===== config.mk =====
export PLATFORM = sky130hd
export DESIGN_NAME = sound_gen_multi
export DESIGN_NICKNAME = d
export VERILOG_FILES = /design/src/rtl/sound_gen_multi.sv
export SDC_FILE = /design/constraint.sdc
export NUM_CORES = 1
export LEC_CHECK = 0
export BUFFER_PORTS_ARGS = -buffer_cell sky130_fd_sc_hd__clkbuf_2
export CAP_MARGIN = 20
export CORE_MARGIN = 2
export CORE_UTILIZATION = 49
export DETAILED_ROUTE_END_ITERATION = 8
export PLACE_DENSITY = 0.8
export SYNTH_ARGS = -nofsm -noshare
export SYNTH_HDL_FRONTEND = slang
export SYNTH_SLANG_ARGS = --single-unit
export TNS_END_PERCENT = 30

===== constraint.sdc =====
create_clock -name clk -period 3.8 [get_ports clk]
set_input_delay 0.38 -clock clk [delete_from_list [all_inputs] [get_ports clk]]
set_output_delay 0.38 -clock clk [all_outputs]
set_load 0.005 [all_outputs]

===== src/rtl/sound_gen_multi.sv =====
// rtl/sound_gen_multi.sv - multi-channel square/LFO/noise sound generator with one-shot gate
module sound_gen_multi #(
  parameter int          NUM_VCO   = 4,
  parameter int          FREQ_W    = 12,
  parameter int          LFO_W     = 10,
  parameter int          PRESCALE  = 16,
  parameter logic [15:0] LFSR_POLY = 16'h100B,
  parameter int          LEN_W     = 16
) (
  input  logic                      clk,
  input  logic                      reset,
  input  logic [NUM_VCO*FREQ_W-1:0] vco_freq,
  input  logic [NUM_VCO-1:0]        vco_lfo_en,
  input  logic [LFO_W-1:0]          lfo_freq,
  input  logic [2:0]                lfo_shift,
  input  logic [FREQ_W-1:0]         noise_freq,
  input  logic                      noise_lfo_en,
  input  logic [NUM_VCO+1:0]        mixer,
  input  logic [1:0]                mix_mode,
  input  logic                      oneshot_en,
  input  logic [LEN_W-1:0]          oneshot_len,
  input  logic                      trigger,
  output logic                      spkr,
  output logic                      busy
);

  localparam int PRE_W  = (PRESCALE > 1) ? $clog2(PRESCALE) : 1;
  localparam int LFO_CW = LFO_W + 8;
  localparam int SRC_W  = NUM_VCO + 2;
  localparam logic [PRE_W-1:0] PRE_LAST = PRE_W'(PRESCALE - 1);

  localparam logic [0:0] ST_IDLE   = 1'b0;
  localparam logic [0:0] ST_ACTIVE = 1'b1;

  logic [PRE_W-1:0]  pre_cnt;
  logic              tick;
  logic              tick_q;

  logic [LFO_CW-1:0] lfo_cnt;
  logic              lfo_state;
  logic [FREQ_W-1:0] tri_wave;
  logic [FREQ_W-1:0] delta;

  logic [FREQ_W:0]   vco_cnt    [NUM_VCO];
  logic [FREQ_W:0]   vco_reload [NUM_VCO];
  logic [NUM_VCO-1:0] vco_state;

  logic [FREQ_W:0]   noise_cnt;
  logic [FREQ_W:0]   noise_reload;
  logic              noise_state;
  logic [15:0]       lfsr;
  logic [15:0]       lfsr_next;

  logic [SRC_W-1:0]  src;
  logic              mix;

  logic [0:0]        os_state;
  logic [LEN_W-1:0]  len_cnt;

  assign tick = (pre_cnt == PRE_LAST);

  // Prescaler: free-running 0..PRESCALE-1, tick on the last count.
  always_ff @(posedge clk) begin
    if (!reset) begin
      pre_cnt <= '0;
    end else if (tick) begin
      pre_cnt <= '0;
    end else begin
      pre_cnt <= pre_cnt + PRE_W'(1);
    end
  end

  // Delayed tick so spkr samples the source states updated on the tick itself.
  always_ff @(posedge clk) begin
    if (!reset) begin
      tick_q <= 1'b0;
    end else begin
      tick_q <= tick;
    end
  end

  // Triangle from the top FREQ_W bits of the LFO counter, scaled by the depth shift.
  always_comb begin
    tri_wave = lfo_cnt[LFO_CW-1] ? ~lfo_cnt[LFO_CW-1 -: FREQ_W] : lfo_cnt[LFO_CW-1 -: FREQ_W];
    delta    = tri_wave >> lfo_shift;
  end

  // LFO: half-period {lfo_freq,8'b0}+1 ticks.
  always_ff @(posedge clk) begin
    if (!reset) begin
      lfo_cnt   <= '0;
      lfo_state <= 1'b0;
    end else if (tick) begin
      if (lfo_cnt == '0) begin
        lfo_state <= ~lfo_state;
        lfo_cnt   <= {lfo_freq, 8'b0};
      end else begin
        lfo_cnt <= lfo_cnt - LFO_CW'(1);
      end
    end
  end

  // Per-VCO reload, one bit wider than the frequency so modulation never wraps.
  always_comb begin
    for (int i = 0; i < NUM_VCO; i++) begin
      vco_reload[i] = {1'b0, vco_freq[i*FREQ_W +: FREQ_W]} + (vco_lfo_en[i] ? {1'b0, delta} : '0);
    end
  end

  // VCO bank: toggle and reload at zero, otherwise count down.
  always_ff @(posedge clk) begin
    if (!reset) begin
      for (int i = 0; i < NUM_VCO; i++) begin
        vco_cnt[i] <= '0;
      end
      vco_state <= '0;
    end else if (tick) begin
      for (int i = 0; i < NUM_VCO; i++) begin
        if (vco_cnt[i] == '0) begin
          vco_state[i] <= ~vco_state[i];
          vco_cnt[i]   <= vco_reload[i];
        end else begin
          vco_cnt[i] <= vco_cnt[i] - (FREQ_W+1)'(1);
        end
      end
    end
  end

  // Galois LFSR step (left-shifting, feedback from bit 15) and modulated noise reload.
  always_comb begin
    lfsr_next    = {lfsr[14:0], 1'b0} ^ (lfsr[15] ? LFSR_POLY : 16'h0000);
    noise_reload = {1'b0, noise_freq} + (noise_lfo_en ? {1'b0, delta} : '0);
  end

  // Noise: at each resample the output flips when the outgoing LFSR bit 0 is set.
  always_ff @(posedge clk) begin
    if (!reset) begin
      noise_cnt   <= '0;
      noise_state <= 1'b0;
      lfsr        <= 16'h0001;
    end else if (tick) begin
      if (noise_cnt == '0) begin
        lfsr      <= lfsr_next;
        noise_cnt <= noise_reload;
        if (lfsr[0]) begin
          noise_state <= ~noise_state;
        end
      end else begin
        noise_cnt <= noise_cnt - (FREQ_W+1)'(1);
      end
    end
  end

  // Mixer: disabled sources are neutral for AND/OR/XOR; nothing enabled gives silence.
  always_comb begin
    src = {lfo_state, noise_state, vco_state};
    mix = 1'b0;
    if (mixer != '0) begin
      case (mix_mode)
        2'd1:    mix = |(src & mixer);
        2'd2:    mix = ^(src & mixer);
        default: mix = &(src | ~mixer);
      endcase
    end
  end

  // One-shot: trigger evaluated every clk, length counted in ticks; retrigger beats expiry.
  always_ff @(posedge clk) begin
    if (!reset) begin
      os_state <= ST_IDLE;
      len_cnt  <= '0;
    end else begin
      case (os_state)
        ST_IDLE: begin
          if (trigger && (oneshot_len != '0)) begin
            os_state <= ST_ACTIVE;
            len_cnt  <= oneshot_len;
          end
        end
        default: begin
          if (trigger && (oneshot_len != '0)) begin
            len_cnt <= oneshot_len;
          end else if (tick) begin
            if (len_cnt == LEN_W'(1)) begin
              os_state <= ST_IDLE;
              len_cnt  <= '0;
            end else begin
              len_cnt <= len_cnt - LEN_W'(1);
            end
          end
        end
      endcase
    end
  end

  assign busy = (os_state == ST_ACTIVE);

  // Speaker: mixed sources gated by the one-shot, refreshed once per tick.
  always_ff @(posedge clk) begin
    if (!reset) begin
      spkr <= 1'b0;
    end else if (tick_q) begin
      spkr <= mix & (~oneshot_en | busy);
    end
  end

endmodule


==> flow_summary.yaml, run 1 <==
outcome:
  outcome: "complete, no violations"
route:
  first_pass_iters: 7
  ant_nets: 0
  vias: 9742
  wl_per_cell_microns: 16.55
  wirelength_mm: 26.99
  drc: 0
  drt_iter0_drc: 655
  vias_per_cell: 5.973
synthesis:
  synth-edff-count: 52
  synth_cell_types: 77
  synth_largest_area_cell: "edfxtp_1"
  synth_top_cell_area_share_pct: 15.41
  yosysWarnings: 0
  synth_ff_type: "dfxtp_1"
  synthTopCellsByArea: "edfxtp_1 (15%), dfxtp_1 (15%), ha_1 (8.6%)"
  async_flop_share_pct: 0
  syn_nets: 1428
  yosysSeqAreaShare_pct: 30.43
  synth_area_per_cell_sq_um: 8.124
  ys_ff_latch: 128
  synthCells: 1247
  synth_area_sq_um: 10130
layout:
  drive_gt1_share_pct: 13.91
  fin_util_pct: 57.15
  final_cell_mix: "nor2_1 (128), nand2_1 (109), clkbuf_2 (107), a21oi_1 (91), o21ai_0 (90)"
  final_common_cell: "nor2_1"
  area_growth_pct: 14.14
  num-nets-final: 1527
timing:
  slew-limit-headroom_pct: 39.01
  fin_crit_ns: 3.542
  maxSlewViolCount: 0
  finClkSkew_ns: 0.009345
  rsz0062_at_grt: "false"
  fmax_mhz: 282.4
  setup_viol: 0
  hold_ws_ns: 0.1887
  timing_hold_violations_final: 0
  post-route-period-util_pct: 93.20
  worstMarginPinSlew_ns: 0.9138
clocking:
  cts_tree: "built"
  cts_buffer_depth: 2
  cts_root_buf: "clkbuf_16"
  cts.clk_slew.worst_paths_ns: 0.06
  clk_latency_ns: 0.42
  clock_sinks: 128
  cts_hold_buffers: 0
  cts_made_buffers: 17
  htreeDepth: 4
floorplanning:
  die_area_sq_um: 21840
  dieWidth_microns: 147.8
  initial_core_util_pct: 50.07
  rows: 52
  die_h_microns: 147.8
  coreArea_sq_um: 20230
  io_pins: 108
critical_path:
  reg2reg_slack_ns: 0.26
  cp.arrival_ns: 3.72
  crit_path_start_kind: "flip-flop"
  end_kind: "flip-flop"
  setup.worst_path.end: "vco_cnt[1][7]"
  reg2reg_to: "vco_cnt[1][7]"
  ff2ff_path_depth: 12
  path_max_fanout: 6
  path_class: "flip-flop to flip-flop"
  cp_data_required_time_ns: 3.98
  worst_r2r_startpoint: "lfo_cnt[12]"
  cp-startpoint: "lfo_cnt[12]"
pwr:
  p_leak_nw: 4.725
  irDropWorstVdd_mv: 0.3068
  power_w: 0.003461
  p_per_area_nw_per_um2: 299.3
global_routing:
  antenna_found_initial: 3
  grt_pass1_wl_mm: 43.53
  grt_overflow: 0
  first_global_vias: 8834
  grt_max_degree: 47
  track_usage_pct: 24.61
placement:
  place_congestion: 0.9049
  io_buffers: 107
  place.detailed.hpwl_mm: 20.04
worst_hold_path:
  min_path_type: "input pin to flip-flop"
flow_run:
  max-cap-violations: 0
-- critical path, cell delays in order, from the launching register on --
cell and delay, ns:
dfxtp_1 0.48, mux2i_1 0.17, xnor2_1 0.24, mux2i_1 0.16, a21oi_2 0.34, and2_1 0.23, ha_1 0.26, a211oi_1 0.38
o21ai_0 0.25, a2111oi_2 0.42, nor3_1 0.13, xnor2_1 0.16, a21oi_1 0.08
-- worst min-delay path by stage --
stage | depth (start not counted) | end | from
floorplan | 1 | pre_cnt[0] | pre_cnt[0]
global placement | 1 | pre_cnt[0] | pre_cnt[0]
detailed placement | 1 | pre_cnt[0] | pre_cnt[0]
CTS | 3 | len_cnt[1] | oneshot_len[1]
global route | 3 | len_cnt[2] | oneshot_len[2]
finish | 3 | len_cnt[1] | oneshot_len[1]
-- sequential cells by signal, indices dropped and copies added, names as in the netlist --
name and cells:
busy 1, len_cnt 16, lfo_cnt 18, lfo_state 1, lfsr 16, noise_cnt 13, noise_state 1, pre_cnt 4
spkr 1, tick_q 1, vco_cnt 52, vco_state 4
-- area by class of cell --
class / instances / area (sq um)
Timing Repair Buffer: 135 / 745.7
Tap cell: 270 / 337.8
Antenna cell: 2 / 5.005
Inverter: 44 / 165.2
Multi-Input combinational cell: 1020 / 6690
Clock inverter: 14 / 107.6
Sequential cell: 128 / 3083
Clock buffer: 18 / 429.2
Fill cell: 1789 / 8671
-- power breakdown --
part	internal, W	switching, W
clock	0.000844	0.000669
sequential	0.00146	0.0000343
combinational	0.000190	0.000263
total	0.00250	0.000966
-- metal layers --
layer | track usage, % | vias up | wire (microns)
met2 | 39.30 | 368 | 12340
met1 | 33.62 | 4530 | 11860
li1 | - | 4795 | -
met4 | 9.231 | 2 | 744
met3 | 4.012 | 47 | 2025
met5 | 0 | - | 13
-- Yosys cell counts (7+ instances only) --
cell type,count
a211oi_1,54
a21o_1,13
a21oi_1,93
a31oi_1,9
and2_1,58
and3_1,8
clkbuf_1,45
dfxtp_1,76
edfxtp_1,52
ha_1,70
inv_1,44
mux2i_1,17
nand2_1,110
nand2b_1,9
nand3_1,28
nand4_1,11
nor2_1,128
nor3_1,41
nor4_1,20
o211ai_1,9
o21a_1,11
o21ai_0,90
o22ai_1,7
o31ai_1,9
o41ai_1,8
or3_1,17
or4_1,16
xnor2_1,52
xor2_1,43
-- metrics by stage --
step                      std cells  cell area (sq um)  TNS (ns)  worst slack (ns)
after global placement         1597              11000         0           0.07384
after CTS                      1629              11540         0            0.1802
after detailed placement       1597              11000   -0.2298          -0.09933
after floorplan                1247              10130         0            0.1252
after global routing           1631              11560         0          0.009387
final                          1631              11560         0            0.2585
-- kinds of logic after synthesis --
family | count (synthesis) | synth area share [%]
simple gates | 479 | 23.84
compound gates | 351 | 22.02
fa+ha+maj | 75 | 9.633
xor+xnor | 95 | 8.213
flops | 128 | 30.43
mux | 20 | 2.013
buf+inv | 99 | 3.853
-- what timing repair did --
| item | CTS | global route |
|---|---|---|
| gates resized for setup | 0 | 6 |
| buffers inserted | 0 | 0 |
| setup endpoints to repair | 0 | 7 |
| hold endpoints to repair | 0 | 0 |
No activity file was read; power rests on OpenSTA's default activity.
==> inputs of run 2 (changes only) <==
--- a/config.mk
+++ b/config.mk
@@ -8,9 +8,10 @@
 export BUFFER_PORTS_ARGS = -buffer_cell sky130_fd_sc_hd__clkbuf_2
 export CAP_MARGIN = 20
 export CORE_MARGIN = 2
-export CORE_UTILIZATION = 49
+export CORE_UTILIZATION = 35
 export DETAILED_ROUTE_END_ITERATION = 8
-export PLACE_DENSITY = 0.8
+export MAX_ROUTING_LAYER = met4
+export PLACE_DENSITY = 0.63
 export SYNTH_ARGS = -nofsm -noshare
 export SYNTH_HDL_FRONTEND = slang
 export SYNTH_SLANG_ARGS = --single-unit
==> flow_summary.yaml, run 2 (synthesis gave the netlist of run 1 again) <==
layout:
  finalNonFillerCells: 1748
  drive_gt1_share_pct: 13.89
  fin_util_pct: 41.20
  final_common_cell: "nor2_1"
  num-nets-final: 1530
  largest_registers: "vco_cnt x52, lfo_cnt x18"
  final_cell_mix: "nor2_1 (128), nand2_1 (109), clkbuf_2 (107), o21ai_0 (90), a21oi_1 (90)"
  largest_register_ffs: 52
  largest-register: "vco_cnt"
  stdcell_area_sq_um: 11790
  area_growth_pct: 16.41
clocking:
  cts_made_buffers: 17
  clock_sinks: 128
  htreeDepth: 4
  cts.clk_slew.worst_paths_ns: 0.06
  cts_root_buf: "clkbuf_16"
  cts_buffer_depth: 2
  cts_tree: "built"
  cts_setup_buffers: 0
  clk_latency_ns: 0.44
global_routing:
  first_global_vias: 8955
  antenna_found_initial: 3
  grt_pass1_wl_mm: 45.65
  track_usage_pct: 19.28
  grt_use_met3_pct: 3.675
  grt_max_degree: 47
  grt_overflow: 0
  grt_use_met2_pct: 29.91
  gr-usage-met1_pct: 24.85
  top_usage_layer: "met2"
timing:
  timing_hold_violations_final: 0
  fin_crit_ns: 3.461
  setup_tns_ns: 0
  worstMarginPinSlew_ns: 0.8439
  setup_viol: 0
  fmax_mhz: 289.0
  rsz0062_at_grt: "true"
  maxSlewViolCount: 0
  post-route-period-util_pct: 91.07
  finClkSkew_ns: 0.01631
  slew-limit-headroom_pct: 43.13
floorplanning:
  rows: 62
  die_area_sq_um: 30320
  io_pins: 108
  coreArea_sq_um: 28630
  die_h_microns: 174.1
  dieWidth_microns: 174.1
  initial_core_util_pct: 35.39
critical_path:
  critical_path.cell_chain: "mux2i_1, xnor2_1, nor2_1, a211oi_1, a21oi_2, and2_1, ha_1, fa_1, a21oi_1, o21ai_0, a211oi_1, nor3_1, o311ai_0, a21oi_1"
  path_class: "flip-flop to flip-flop"
  cp_data_required_time_ns: 3.96
  cp.arrival_ns: 3.62
  worst_path_largest_cell_delay_ns: 0.45
  crit_family: "compound AO/OA/AOI/OAI gates"
  end_kind: "flip-flop"
  crit_buf_inv: 0
  worst_path_max_delay_cell: "dfxtp_1"
  path_max_fanout: 6
  crit_path_start_kind: "flip-flop"
pwr:
  p_leak_nw: 4.763
  irDropWorstVdd_mv: 0.2921
  p_per_area_nw_per_um2: 306.4
outcome:
  outcome: "complete, no violations"
flow_run:
  max-cap-violations: 0
placement:
  place.detailed.hpwl_mm: 21.35
  dp.cells: 1714
  place_area_sq_um: 11180
  place_congestion: 0.9046
  io_buffers: 107
route:
  first_pass_iters: 5
  drc: 0
  drt_iter0_drc: 624
  wl_per_cell_microns: 16.13
  ant_nets: 0
  vias_per_cell: 5.469
  wirelength_mm: 28.19
  vias: 9559
worst_hold_path:
  min_path_type: "input pin to flip-flop"
==> run 2: area by class of cell <==
type	count	area, sq um
diodes	3	7.507
clock buffers	21	493.0
clock inverters	10	97.59
fillers	2909	16830
inverters	44	165.2
multi-input cells	1020	6679
flip-flops and latches	128	3083
well taps	384	480.5
repair buffers	138	788.3
==> run 2: per-stage QoR <==
| step | total power [W] | worst slack, ns | hold slack, ns |
|---|---|---|---|
| global placement | 0.001968 | 0.06335 | 0.4340 |
| finish | 0.003614 | 0.3394 | 0.2069 |
| floorplan | 0.001809 | 0.1252 | 0.4176 |
| detailed placement | 0.001976 | -0.05346 | 0.4443 |
| global route | 0.003767 | -0.001387 | 0.2281 |
| CTS | 0.003642 | 0.1930 | 0.1945 |
==> run 2: repair_timing <==
item / in CTS / in global routing
hold buffers: 0 / 0
endpoints found under the setup margin: 0 / 8
gates resized for setup: 0 / 4
==> run 2: worst paths after layout <==
path                                startpoint              to  slack (ns)  cells after the start
worst max-delay path                lfo_cnt[7]  vco_cnt[0][12]        0.34                     14
worst max register to register      lfo_cnt[7]  vco_cnt[0][12]        0.34                     14
worst min register to register         lfsr[9]         lfsr[9]        0.45                      2
worst min-delay path            oneshot_len[1]      len_cnt[1]        0.21                      3
==> run 2: per-layer routing <==
metal,up-vias,routed length [microns]
li1,4793,-
met1,4468,13140
met2,244,12580
met3,54,1598
met4,0,870
met5,-,0
==> run 2: worst register-to-register path, cell delays in order, from the launching register on <==
cell and delay, ns:
dfxtp_1 0.45, mux2i_1 0.14, xnor2_1 0.15, nor2_1 0.06, a211oi_1 0.27, a21oi_2 0.12
and2_1 0.20, ha_1 0.23, fa_1 0.42, a21oi_1 0.19, o21ai_0 0.15, a211oi_1 0.28
nor3_1 0.08, o311ai_0 0.35, a21oi_1 0.12
==> run 2: where the power goes <==
| group | total, W | leakage (nW) | internal [W] | switching [W] |
|---|---|---|---|---|
| logic | 0.000459 | 3.32 | 0.000192 | 0.000267 |
| clock network | 0.00166 | 0.287 | 0.000997 | 0.000662 |
| registers | 0.00150 | 1.15 | 0.00146 | 0.0000343 |
| total | 0.00361 | 4.76 | 0.00265 | 0.000964 |
